==> src/rtl/usb_rx_nrzi_decoder_pkg.sv <==
// usb_rx_nrzi_decoder_pkg: shared symbol encodings, FSM states and constants for the USB receive front end
package usb_rx_nrzi_decoder_pkg;
  typedef enum logic [1:0] {SYM_SE0 = 2'd0, SYM_J = 2'd1, SYM_K = 2'd2, SYM_SE1 = 2'd3} sym_t;
  typedef enum logic [2:0] {ST_IDLE, ST_SYNC, ST_DATA, ST_EOP, ST_WAIT_J} state_t;
  // 1 = J, 0 = K, bit 0 is the first symbol on the line
  localparam logic [7:0] SYNC_PATTERN = 8'b0010_1010;
  localparam int MAX_ONES_DEF = 6;
  function automatic sym_t classify(input logic [1:0] sig, input logic [1:0] j, input logic [1:0] k);
    if (sig == j) return SYM_J;
    if (sig == k) return SYM_K;
    if (sig == 2'b00) return SYM_SE0;
    return SYM_SE1;
  endfunction
endpackage

==> src/rtl/usb_rx_nrzi_decoder_bit_sampler.sv <==
// usb_rx_nrzi_decoder_bit_sampler: edge-aligned mid-bit sampling and J/K/SE0/SE1 classification
module usb_rx_nrzi_decoder_bit_sampler
  import usb_rx_nrzi_decoder_pkg::*;
#(
  parameter int CLKS_PER_BIT = 4
) (
  input  logic       i_clock,
  input  logic       i_reset_n,
  input  logic       i_bus_reset,
  input  logic [1:0] i_usb_signals,
  input  logic [1:0] i_j_state,
  input  logic [1:0] i_k_state,
  output sym_t       o_sym,
  output logic       o_sym_valid
);
  localparam int PW = $clog2(CLKS_PER_BIT);
  logic [1:0]    r_prev_sig;
  logic [PW-1:0] r_phase;
  logic [PW-1:0] w_phase;
  logic          w_edge;
  // the cycle carrying a new line level is phase 0 of its bit
  always_comb begin
    w_edge      = i_usb_signals != r_prev_sig;
    w_phase     = w_edge ? '0 : (r_phase == PW'(CLKS_PER_BIT - 1)) ? '0 : r_phase + 1'b1;
    o_sym_valid = w_phase == PW'(CLKS_PER_BIT / 2);
    o_sym       = classify(i_usb_signals, i_j_state, i_k_state);
  end
  always_ff @(posedge i_clock or negedge i_reset_n) begin
    if (!i_reset_n) begin
      r_prev_sig <= 2'b00;
      r_phase    <= '0;
    end else begin
      r_prev_sig <= i_usb_signals;
      r_phase    <= i_bus_reset ? '0 : w_phase;
    end
  end
endmodule

==> src/rtl/usb_rx_nrzi_decoder.sv <==
// usb_rx_nrzi_decoder: SYNC detect, NRZI decode, bit unstuffing and EOP detect producing a framed serial bit stream
module usb_rx_nrzi_decoder
  import usb_rx_nrzi_decoder_pkg::*;
#(
  parameter int CLKS_PER_BIT = 4,
  parameter int MAX_ONES     = MAX_ONES_DEF
) (
  input  logic       i_clock,
  input  logic       i_reset_n,
  input  logic [1:0] i_usb_signals,
  input  logic [1:0] i_j_state,
  input  logic [1:0] i_k_state,
  input  logic       i_bus_reset,
  output logic [1:0] o_line_state,
  output logic       o_rx_active,
  output logic       o_rx_bit,
  output logic       o_rx_bit_valid,
  output logic       o_rx_sop,
  output logic       o_rx_eop,
  output logic       o_rx_error
);
  localparam int OW = $clog2(MAX_ONES + 1);
  sym_t          w_sym;
  logic          w_sym_valid;
  logic          w_nrzi;
  state_t        r_state, w_state;
  logic [2:0]    r_cnt, w_cnt;
  sym_t          r_prev, w_prev;
  logic [OW-1:0] r_ones, w_ones;
  sym_t          r_line, w_line;
  logic          r_active, w_active;
  logic          r_bit, w_bit;
  logic          r_valid, w_valid;
  logic          r_sop, w_sop;
  logic          r_eop, w_eop;
  logic          r_err, w_err;

  usb_rx_nrzi_decoder_bit_sampler #(.CLKS_PER_BIT(CLKS_PER_BIT)) u_sampler (
    .i_clock      (i_clock),
    .i_reset_n    (i_reset_n),
    .i_bus_reset  (i_bus_reset),
    .i_usb_signals(i_usb_signals),
    .i_j_state    (i_j_state),
    .i_k_state    (i_k_state),
    .o_sym        (w_sym),
    .o_sym_valid  (w_sym_valid)
  );

  always_comb begin
    w_state  = r_state;
    w_cnt    = r_cnt;
    w_prev   = r_prev;
    w_ones   = r_ones;
    w_active = r_active;
    w_bit    = r_bit;
    w_valid  = 1'b0;
    w_sop    = 1'b0;
    w_eop    = 1'b0;
    w_err    = 1'b0;
    w_line   = w_sym_valid ? w_sym : r_line;
    w_nrzi   = w_sym == r_prev;
    if (i_bus_reset) begin
      w_state  = ST_IDLE;
      w_cnt    = '0;
      w_ones   = '0;
      w_active = 1'b0;
    end else if (w_sym_valid) begin
      case (r_state)
        ST_IDLE: if (w_sym == SYM_K) begin
          w_state = ST_SYNC;
          w_cnt   = 3'd1;
        end
        ST_SYNC: if (w_sym != (SYNC_PATTERN[r_cnt] ? SYM_J : SYM_K)) begin
          w_err   = 1'b1;
          w_state = ST_WAIT_J;
        end else if (r_cnt == 3'd7) begin
          w_sop    = 1'b1;
          w_active = 1'b1;
          w_prev   = SYM_K;
          w_ones   = '0;
          w_state  = ST_DATA;
        end else
          w_cnt = r_cnt + 3'd1;
        ST_DATA: if (w_sym == SYM_J || w_sym == SYM_K) begin
          w_prev = w_sym;
          // after MAX_ONES ones the next bit is a stuffed 0 and is swallowed
          if (r_ones == OW'(MAX_ONES)) begin
            w_ones   = '0;
            w_err    = w_nrzi;
            w_active = !w_nrzi;
            w_state  = w_nrzi ? ST_WAIT_J : ST_DATA;
          end else begin
            w_valid = 1'b1;
            w_bit   = w_nrzi;
            w_ones  = w_nrzi ? r_ones + 1'b1 : '0;
          end
        end else if (w_sym == SYM_SE0) begin
          w_state = ST_EOP;
          w_cnt   = 3'd1;
        end else begin
          w_err    = 1'b1;
          w_active = 1'b0;
          w_state  = ST_WAIT_J;
        end
        ST_EOP: if (w_sym == SYM_SE0 && r_cnt < 3'd2)
          w_cnt = r_cnt + 3'd1;
        else if (w_sym == SYM_J && r_cnt == 3'd2) begin
          w_eop    = 1'b1;
          w_active = 1'b0;
          w_state  = ST_IDLE;
        end else begin
          w_err    = 1'b1;
          w_active = 1'b0;
          w_state  = ST_WAIT_J;
        end
        ST_WAIT_J: w_state = (w_sym == SYM_J) ? ST_IDLE : ST_WAIT_J;
        default: w_state = ST_IDLE;
      endcase
    end
  end

  always_ff @(posedge i_clock or negedge i_reset_n) begin
    if (!i_reset_n) begin
      r_state  <= ST_IDLE;
      r_cnt    <= '0;
      r_prev   <= SYM_K;
      r_ones   <= '0;
      r_line   <= SYM_J;
      r_active <= 1'b0;
      r_bit    <= 1'b0;
      r_valid  <= 1'b0;
      r_sop    <= 1'b0;
      r_eop    <= 1'b0;
      r_err    <= 1'b0;
    end else begin
      r_state  <= w_state;
      r_cnt    <= w_cnt;
      r_prev   <= w_prev;
      r_ones   <= w_ones;
      r_line   <= w_line;
      r_active <= w_active;
      r_bit    <= w_bit;
      r_valid  <= w_valid;
      r_sop    <= w_sop;
      r_eop    <= w_eop;
      r_err    <= w_err;
    end
  end

  assign o_line_state   = r_line;
  assign o_rx_active    = r_active;
  assign o_rx_bit       = r_bit;
  assign o_rx_bit_valid = r_valid;
  assign o_rx_sop       = r_sop;
  assign o_rx_eop       = r_eop;
  assign o_rx_error     = r_err;
endmodule

==> config.mk <==
export PLATFORM = sky130hd
export DESIGN_NAME = usb_rx_nrzi_decoder
export DESIGN_NICKNAME = d
export VERILOG_FILES = /design/src/rtl/usb_rx_nrzi_decoder_pkg.sv /design/src/rtl/usb_rx_nrzi_decoder_bit_sampler.sv /design/src/rtl/usb_rx_nrzi_decoder.sv
export SDC_FILE = /design/constraint.sdc
export NUM_CORES = 1
export LEC_CHECK = 0
export CORE_ASPECT_RATIO = 0.75
export CORE_MARGIN = 10
export CORE_UTILIZATION = 41
export DETAILED_ROUTE_END_ITERATION = 12
export DONT_BUFFER_PORTS = 1
export GPL_ROUTABILITY_DRIVEN = 0
export PLACE_DENSITY = 0.67
export SLEW_MARGIN = 20
export SYNTH_ARGS = -nofsm -noshare
export SYNTH_HDL_FRONTEND = slang
export SYNTH_HIERARCHICAL = 1
export SYNTH_SLANG_ARGS = --single-unit
==> constraint.sdc <==
create_clock -name i_clock -period 1.9 [get_ports i_clock]
set_input_delay 0.19 -clock i_clock [delete_from_list [all_inputs] [get_ports i_clock]]
set_output_delay 0.19 -clock i_clock [all_outputs]
set_load 0.01 [all_outputs]
==> results.md, run 1 <==
* Status: finished with violations
* Failing checks: setup timing
* Hold path start: i_bus_reset
* Die ar. at 0.00667 mm2
* M1 GR Usage at 14.4%
* Synth warnings at 6
* Syn nets at 181
* First DRT Iteration DRCs at 161
* Max_cap viols at 0
* Fin area at 0.00207 mm2
* Total power at 1.21 mW
* Number of global-route vias before repair at 1384
* Total negative slack at -0.0361 ns
* Routed len/inst at 17.2 um
* GR met3 Demand/Resource at 3.97%
* Clock share of power at 25.2%
* CP endpoint kind: flop
* Share of layout cells above drive strength 1 at 36.2%
* Post-place setup slack at -0.355 ns
* Number of port buffers at 0
* Pint at 0.832 mW
* Max rail drop VDD at 0.373 mV
* Global-route wire length before repair at 6900 um
* CTS Root Cell: clkbuf_8
* Peak fanout along the critical path at 2
* Syn_area_per_cell at 9.58 um2
* EDFF count, synth at 0
* H-tree levels at 1
* Max-slew violations at 0
* Gr usage total at 12.7%
* Post-route ant nets at 0
* Worst Path Arrival at 2.09 ns
* Initial core utilization at 42.4%
* Met2 usage at 22.5%
* Initial antenna violation count at 0
* Final Cycle Share at 102%
* Nets at 219
* Synth unique cells at 49
* Residual DRC at 0
* Most Crowded Layer GR: met2
* Synth area leader: dfrtp_1
* Switching share of power at 31.3%
* Max-slew headroom at 64.8%
* Worst-Margin Slew at 0.528 ns
* DP Wirelength at 3040 um
* TritonCTS Buffers at 3
* Cell Area, Synth at 0.00155 mm2
* FF+latch count, synth at 23
* Number of diodes at 0
* Via Count at 1396
* Fillcell total at 300
* Post-Syn Instances at 162
* CTS tree: built
* Die Width at 91.0 um
* Clock Skew at 0.00129 ns
* Post-synth ARST share at 100%
* R2r setup slk at -0.04 ns
* Hold Path Class: in2reg
* Routed WL at 4330 um
* RSZ-0062 raised after global routing: true
* WP data required at 2.05 ns
* Dominant cells by area after synthesis: dfrtp_1, ha_1, nor2_1, dfstp_2, nand2_1
* Final Critical Period at 1.94 ns
* Area growth from synthesis to final layout at 33.4%
* Die Y at 73.3 um
* Final worst slack at -0.0361 ns
* Part of the power in combinational logic at 30.9%
* Top Ports at 17
* Clk pin slew, worst setup/hold paths at 0.08 ns
* NetSw at 0.379 mW
* Row count at 19
* Crit Reg-Reg Endpoint: r_cnt[0]$_DFFE_PN0P_
* Hold worst-path end: o_rx_active$_DFFE_PN0P_
* Ys flop type: dfrtp_1
* Core ar. at 0.00366 mm2
* Setup violations, final at 1
* Vias per cell at 5.56
* RR Startpoint: r_cnt[1]$_DFFE_PN0P_
* Sequential power share at 43.9%
* CTS Sinks at 23
* Critical path class: reg2reg
* Pin count of the biggest net entering global routing at 24
* CP Launch Type: flop
* Pre-antenna DRT Iters at 4
* Worst skew pair latency at 0.26 ns
* Hold Path Depth at 2
* Post-synthesis sequential area ratio at 37.3%
* Static Leak at 0.890 nW
* Post-synth top area share at 33.9%
* Pwr/cell area at 585 mW/mm2
* Clock Path Buffers at 2
* Cell Area, Placed at 0.00183 mm2
* Fmax at 517 MHz
* Overflow after GRT at 0
* Worst R2R Path Depth at 7
* Hold Vio Cnt, Final at 0
-- Yosys cell counts, types with 2 or more instances --
master      n
nor3_1      2
dfrtp_1    21
o22ai_1     3
nand3b_1    4
nor4_1      3
nand2_1    13
nand3_1     4
buf_2       4
nor4b_1     2
a211oi_1    2
nand4_1     2
dfstp_2     2
o2bb2ai_1   2
a21oi_1     7
nand2b_1    6
nor2b_1     5
o21ai_0     3
nor3b_1     4
mux2_2      2
ha_1       10
nor2_1     15
mux2i_2     2
xnor2_1     4
xor2_1      2
o311ai_0    2
inv_1      11
o21ai_1     2
mux2_1      2
-- registers in the layout, indices dropped and copies added (netlist names) --
name / cells
u_sampler/r_prev_sig: 2
r_state: 3
u_sampler/r_phase: 2
o_rx_sop: 1
o_rx_active: 1
r_cnt: 3
o_rx_eop: 1
o_rx_bit_valid: 1
r_prev: 2
o_rx_error: 1
o_rx_bit: 1
o_line_state: 2
r_ones: 3
-- how the worst max path moves through the flow --
stage                                     from                      to  slack (ns)  cells after the start
final                     r_cnt[1]$_DFFE_PN0P_    r_cnt[0]$_DFFE_PN0P_       -0.04                      7
after global routing      r_cnt[1]$_DFFE_PN0P_    r_cnt[0]$_DFFE_PN0P_       -0.10                      7
after CTS                 r_cnt[0]$_DFFE_PN0P_    r_cnt[0]$_DFFE_PN0P_       -0.02                      6
after detailed placement      i_usb_signals[1]  r_state[1]$_DFFE_PN0P_       -0.36                     10
after global placement        i_usb_signals[0]  r_state[1]$_DFFE_PN0P_       -0.26                     10
after floorplan               i_usb_signals[0]  r_state[1]$_DFFE_PN0P_       -0.35                     11
-- critical path, cell delays in order (launching register included) --
cell,delay [ns]
dfrtp_1,0.35
inv_1,0.07
ha_2,0.19
mux2i_4,0.18
mux2i_2,0.29
o221ai_2,0.14
nor3b_2,0.28
mux2_4,0.33
-- cells in the final DEF, fill, tap and decap left out, types with 3 or more instances in the layout --
master	Yosys	final
nand2b_1	6	5
nor2b_1	5	5
dlygate4sd3_1	0	4
ha_1	10	6
nand2_1	13	13
clkbuf_8	0	3
mux2_4	1	3
a21oi_1	7	5
dfrtp_1	21	21
nand3_1	4	4
nand3b_1	4	4
xnor2_1	4	4
buf_4	0	30
nor2_1	15	13
inv_1	11	9
o21ai_0	3	3
nor3b_2	1	3
-- power groups by stage --
| stage | Combinational [mW] | Sequential [mW] | Clock, mW |
|---|---|---|---|
| after floorplan | 0.220 | 0.534 | 0 |
| after global placement | 0.303 | 0.539 | 0 |
| after detailed placement | 0.308 | 0.540 | 0 |
| after CTS | 0.335 | 0.531 | 0.317 |
| after global routing | 0.403 | 0.535 | 0.343 |
| final | 0.374 | 0.531 | 0.305 |
-- metal layers --
metal | routed length, um | share of wire (%)
met4 | 95 | 2.2
met3 | 295 | 6.8
met1 | 1810 | 42
met2 | 2120 | 49
met5 | 0 | 0
-- cell type report --
cell class / instances / area, um2 / area share, %
Inverter: 11 / 41.3 / 2.00
Timing Repair Buffer: 37 / 293 / 14.1
Sequential cell: 23 / 578 / 27.9
Multi-Input combinational cell: 124 / 1050 / 50.6
Clock buffer: 4 / 45.0 / 2.18
Tap cell: 52 / 65.1 / 3.14
-- per-stage QoR --
stage | hold slack, ns | instances | utilization (%)
after detailed placement | -0.105 | 237 | 49.9
after global routing | 0.0747 | 251 | 56.5
after floorplan | -0.106 | 162 | -
after CTS | 0.0758 | 247 | 53.3
final | 0.0785 | 251 | 56.5
after global placement | -0.105 | 237 | 49.9
-- logic make-up after synthesis --
logic type / count (synthesis) / share of synthesized area, %
adders and majority gates: 10 / 8.06
AOI/OAI and AO/OA: 33 / 16.5
xor gates and xnor gates: 6 / 3.39
buffers and inverters: 15 / 3.95
DFF: 23 / 37.3
muxes: 8 / 6.29
and+or+nand+nor: 67 / 24.5
-- repair_timing --
| action | 4_1_cts | 5_1_grt |
|---|---|---|
| buffers inserted | 2 | 3 |
| pin swaps | 3 | 6 |
| setup endpoints to repair | 10 | 11 |
| resized for setup | 5 | 19 |
| hold endpoints to repair | 26 | 21 |
| hold buffers | 4 | 1 |
(Power assumes the default switching activity.)
==> inputs of run 2 (changes only) <==
- CORE_UTILIZATION: 41 -> 29
- PLACE_DENSITY: 0.67 -> 0.54
- SLEW_MARGIN: 20 -> not set
==> run 2 against run 1 <==
  * The run still ends with setup timing left
  * Setup slack worse by 0.0088 ns
  * Wire length up 4.6%
  * Register-to-register slack about the same
  * Die area up 31%
  * Via count down 0.57%
  * Global-route usage down 3.2 points
  * Final cell count up 8.8%
  * First-iteration DRC count down 24%
  * Critical path type unchanged
==> results.md, run 2 (synthesis results as in run 1) <==
* NetSw at 0.420 mW (+11%)
* Commonest cells after routing, fill and taps aside: buf_4, dfrtp_1, nand2_1, nor2_1, inv_1
* Setup violations, final at 2 (+1)
* Initial core utilization at 30.8% (-12 points)
* Status: finished with violations
* Number of diodes at 0 (unchanged)
* Die ar. at 0.00871 mm2 (+31%)
* Max_cap viols at 0 (unchanged)
* Part of the power in combinational logic at 31.6% (+0.7 points)
* CP Buf/Inv Count at 0 (-1)
* Fillcell total at 491 (+64%)
* Overflow after GRT at 0 (unchanged)
* Cell Area, Placed at 0.00187 mm2 (+2.2%)
* CP Launch Type: flop
* Pin count of the biggest net entering global routing at 24 (unchanged)
* Worst-Margin Slew at 0.315 ns (-0.213 ns)
* Pint at 0.849 mW (+2.1%)
* Clock share of power at 26.0% (+0.8 points)
* Clock Skew at 0.00843 ns (+0.00715 ns)
* Final worst slack at -0.0448 ns (-0.00877 ns)
* Fin Hold WS at 0.0758 ns (-0.00262 ns)
* Vias per cell at 5.08 (-8.6%)
* Peak fanout along the critical path at 2 (unchanged)
* Top Ports at 17 (unchanged)
* First DRT Iteration DRCs at 122 (-24%)
* Top Registers: r_cnt: 3 flops, r_ones: 3 flops, r_state: 3 flops
* Total power at 1.27 mW (+4.8%)
* Static Leak at 0.904 nW (+1.7%)
* Number of port buffers at 0 (unchanged)
* Max-slew headroom at 78.8% (+14 points)
* Core ar. at 0.00504 mm2 (+38%)
* Row count at 22 (+3)
* Final Critical Period at 1.94 ns (+0.00877 ns)
* WP data required at 2.07 ns (+0.02 ns)
* Worst skew pair latency at 0.28 ns (+0.02 ns)
* Failing checks: setup timing
* Routed WL at 4520 um (+4.6%)
* Cells along the critical path: ha_4 > mux2i_4 > mux2i_2 > o221ai_2 > nor3b_2 > mux2_4
* Die Width at 104 um (+15%)
* Switching share of power at 33.1% (+1.8 points)
* Die Y at 83.3 um (+14%)
* Final Cycle Share at 102% (+0.46 points)
* Via Count at 1388 (-0.57%)
* Max-slew violations at 0 (unchanged)
* Initial antenna violation count at 0 (unchanged)
* Slowest cell on the critical path: dfrtp_1
* Pre-antenna DRT Iters at 4 (unchanged)
* CP endpoint kind: flop
* Fmax at 514 MHz (-0.45%)
* Routed len/inst at 16.6 um (-3.9%)
* Gr usage total at 9.46% (-3.2 points)
* Share of layout cells above drive strength 1 at 40.3% (+4.1 points)
* Fin area at 0.00213 mm2 (+3.1%)
* Hold Path Class: in2reg
* CTS Root Cell: clkbuf_8
* RSZ-0062 raised after global routing: true
* CTS tree: built
* # placed instances at 259 (+9.3%)
* Clock Path Buffers at 2 (unchanged)
* Pwr/cell area at 595 mW/mm2 (+1.7%)
* Top Family by Delay on Critical Path: multiplexers
* DP Wirelength at 3230 um (+6.2%)
* Critical path class: reg2reg
* Hold Vio Cnt, Final at 0 (unchanged)
* Global-route wire length before repair at 6910 um (about the same)
* Slowest Stage Delay on Critical Path at 0.43 ns (+0.08 ns)
* Residual DRC at 0 (unchanged)
* Total negative slack at -0.0464 ns (-0.0103 ns)
* Commonest non-fill, non-tap cell in the layout: buf_4
* Clk pin slew, worst setup/hold paths at 0.10 ns (+0.02 ns)
* Fin cells at 273 (+8.8%)
* Nets at 221 (+0.91%)
* Worst Path Arrival at 2.11 ns (+0.02 ns)
* CTS Sinks at 23 (unchanged)
* Max rail drop VDD at 0.241 mV (-35%)
* Post-route ant nets at 0 (unchanged)
* Area growth from synthesis to final layout at 37.5%
* TritonCTS Buffers at 3 (unchanged)
* H-tree levels at 1 (unchanged)
* Sequential power share at 42.3% (-1.6 points)
* Number of global-route vias before repair at 1338 (-3.3%)
[run 2: cell types whose count changed in the layout (fill, tap and decap cells not counted), sizes merged]
cell	delta
clkbuf	-1
clkinv	+1
buf	+2
[run 2: path summary, 6_finish.rpt]
path / startpoint / endpoint / slack [ns] / depth (start not counted)
max: r_cnt[0]$_DFFE_PN0P_ / r_cnt[0]$_DFFE_PN0P_ / -0.04 / 6
min: i_bus_reset / o_rx_active$_DFFE_PN0P_ / 0.08 / 2
max reg2reg: r_cnt[0]$_DFFE_PN0P_ / r_cnt[0]$_DFFE_PN0P_ / -0.04 / 6
min reg2reg: r_prev[0]$_DFFE_PN0P_ / r_prev[0]$_DFFE_PN0P_ / 0.54 / 2
max in group asynchronous: i_reset_n / o_line_state[0]$_DFFE_PN1P_ / 1.34 / 2
min in group asynchronous: i_reset_n / r_cnt[1]$_DFFE_PN0P_ / 0.34 / 2
[run 2: cell type report]
| class | instances | area, um2 | area share [%] |
|---|---|---|---|
| Sequential cell | 23 | 579 | 27.2 |
| Clock inverter | 1 | 5.00 | 0.235 |
| Clock buffer | 3 | 41.3 | 1.94 |
| Multi-Input combinational cell | 124 | 1060 | 49.7 |
| Timing Repair Buffer | 39 | 315 | 14.8 |
| Tap cell | 72 | 90.1 | 4.22 |
| Inverter | 11 | 41.3 | 1.94 |
[run 2: per-stage QoR]
stage	util, %	setup WS (ns)
5_1_grt	42.3	-0.133
6_report	42.3	-0.0448
3_3_place_gp	37.1	-0.243
3_5_place_dp	37.1	-0.297
2_1_floorplan	-	-0.355
4_1_cts	40.5	-0.0153
[run 2: routing by layer]
| metal | vias up | global-route usage [%] | part of all wire [%] |
|---|---|---|---|
| met4 | 0 | 0.501 | 0 |
| li1 | 661 | - | - |
| met2 | 49 | 15.0 | 48 |
| met3 | 0 | 2.78 | 8.8 |
| met1 | 678 | 12.8 | 43 |
| met5 | - | 0 | 0 |
[run 2: power by group through the flow]
| stage | Clock (mW) | Sequential [mW] | Combinational (mW) |
|---|---|---|---|
| 6_report | 0.330 | 0.537 | 0.401 |
| 5_1_grt | 0.352 | 0.541 | 0.430 |
| 4_1_cts | 0.337 | 0.535 | 0.363 |
| 3_5_place_dp | 0 | 0.545 | 0.322 |
| 3_3_place_gp | 0 | 0.544 | 0.317 |
| 2_1_floorplan | 0 | 0.534 | 0.220 |
[run 2: repair_timing]
action,in CTS,in global routing
pin swaps,3,9
hold buffers,5,0
setup endpoints to repair,10,11
resized for setup,9,19
hold endpoints to repair,26,0
buffers inserted,3,3
gates cloned,0,0
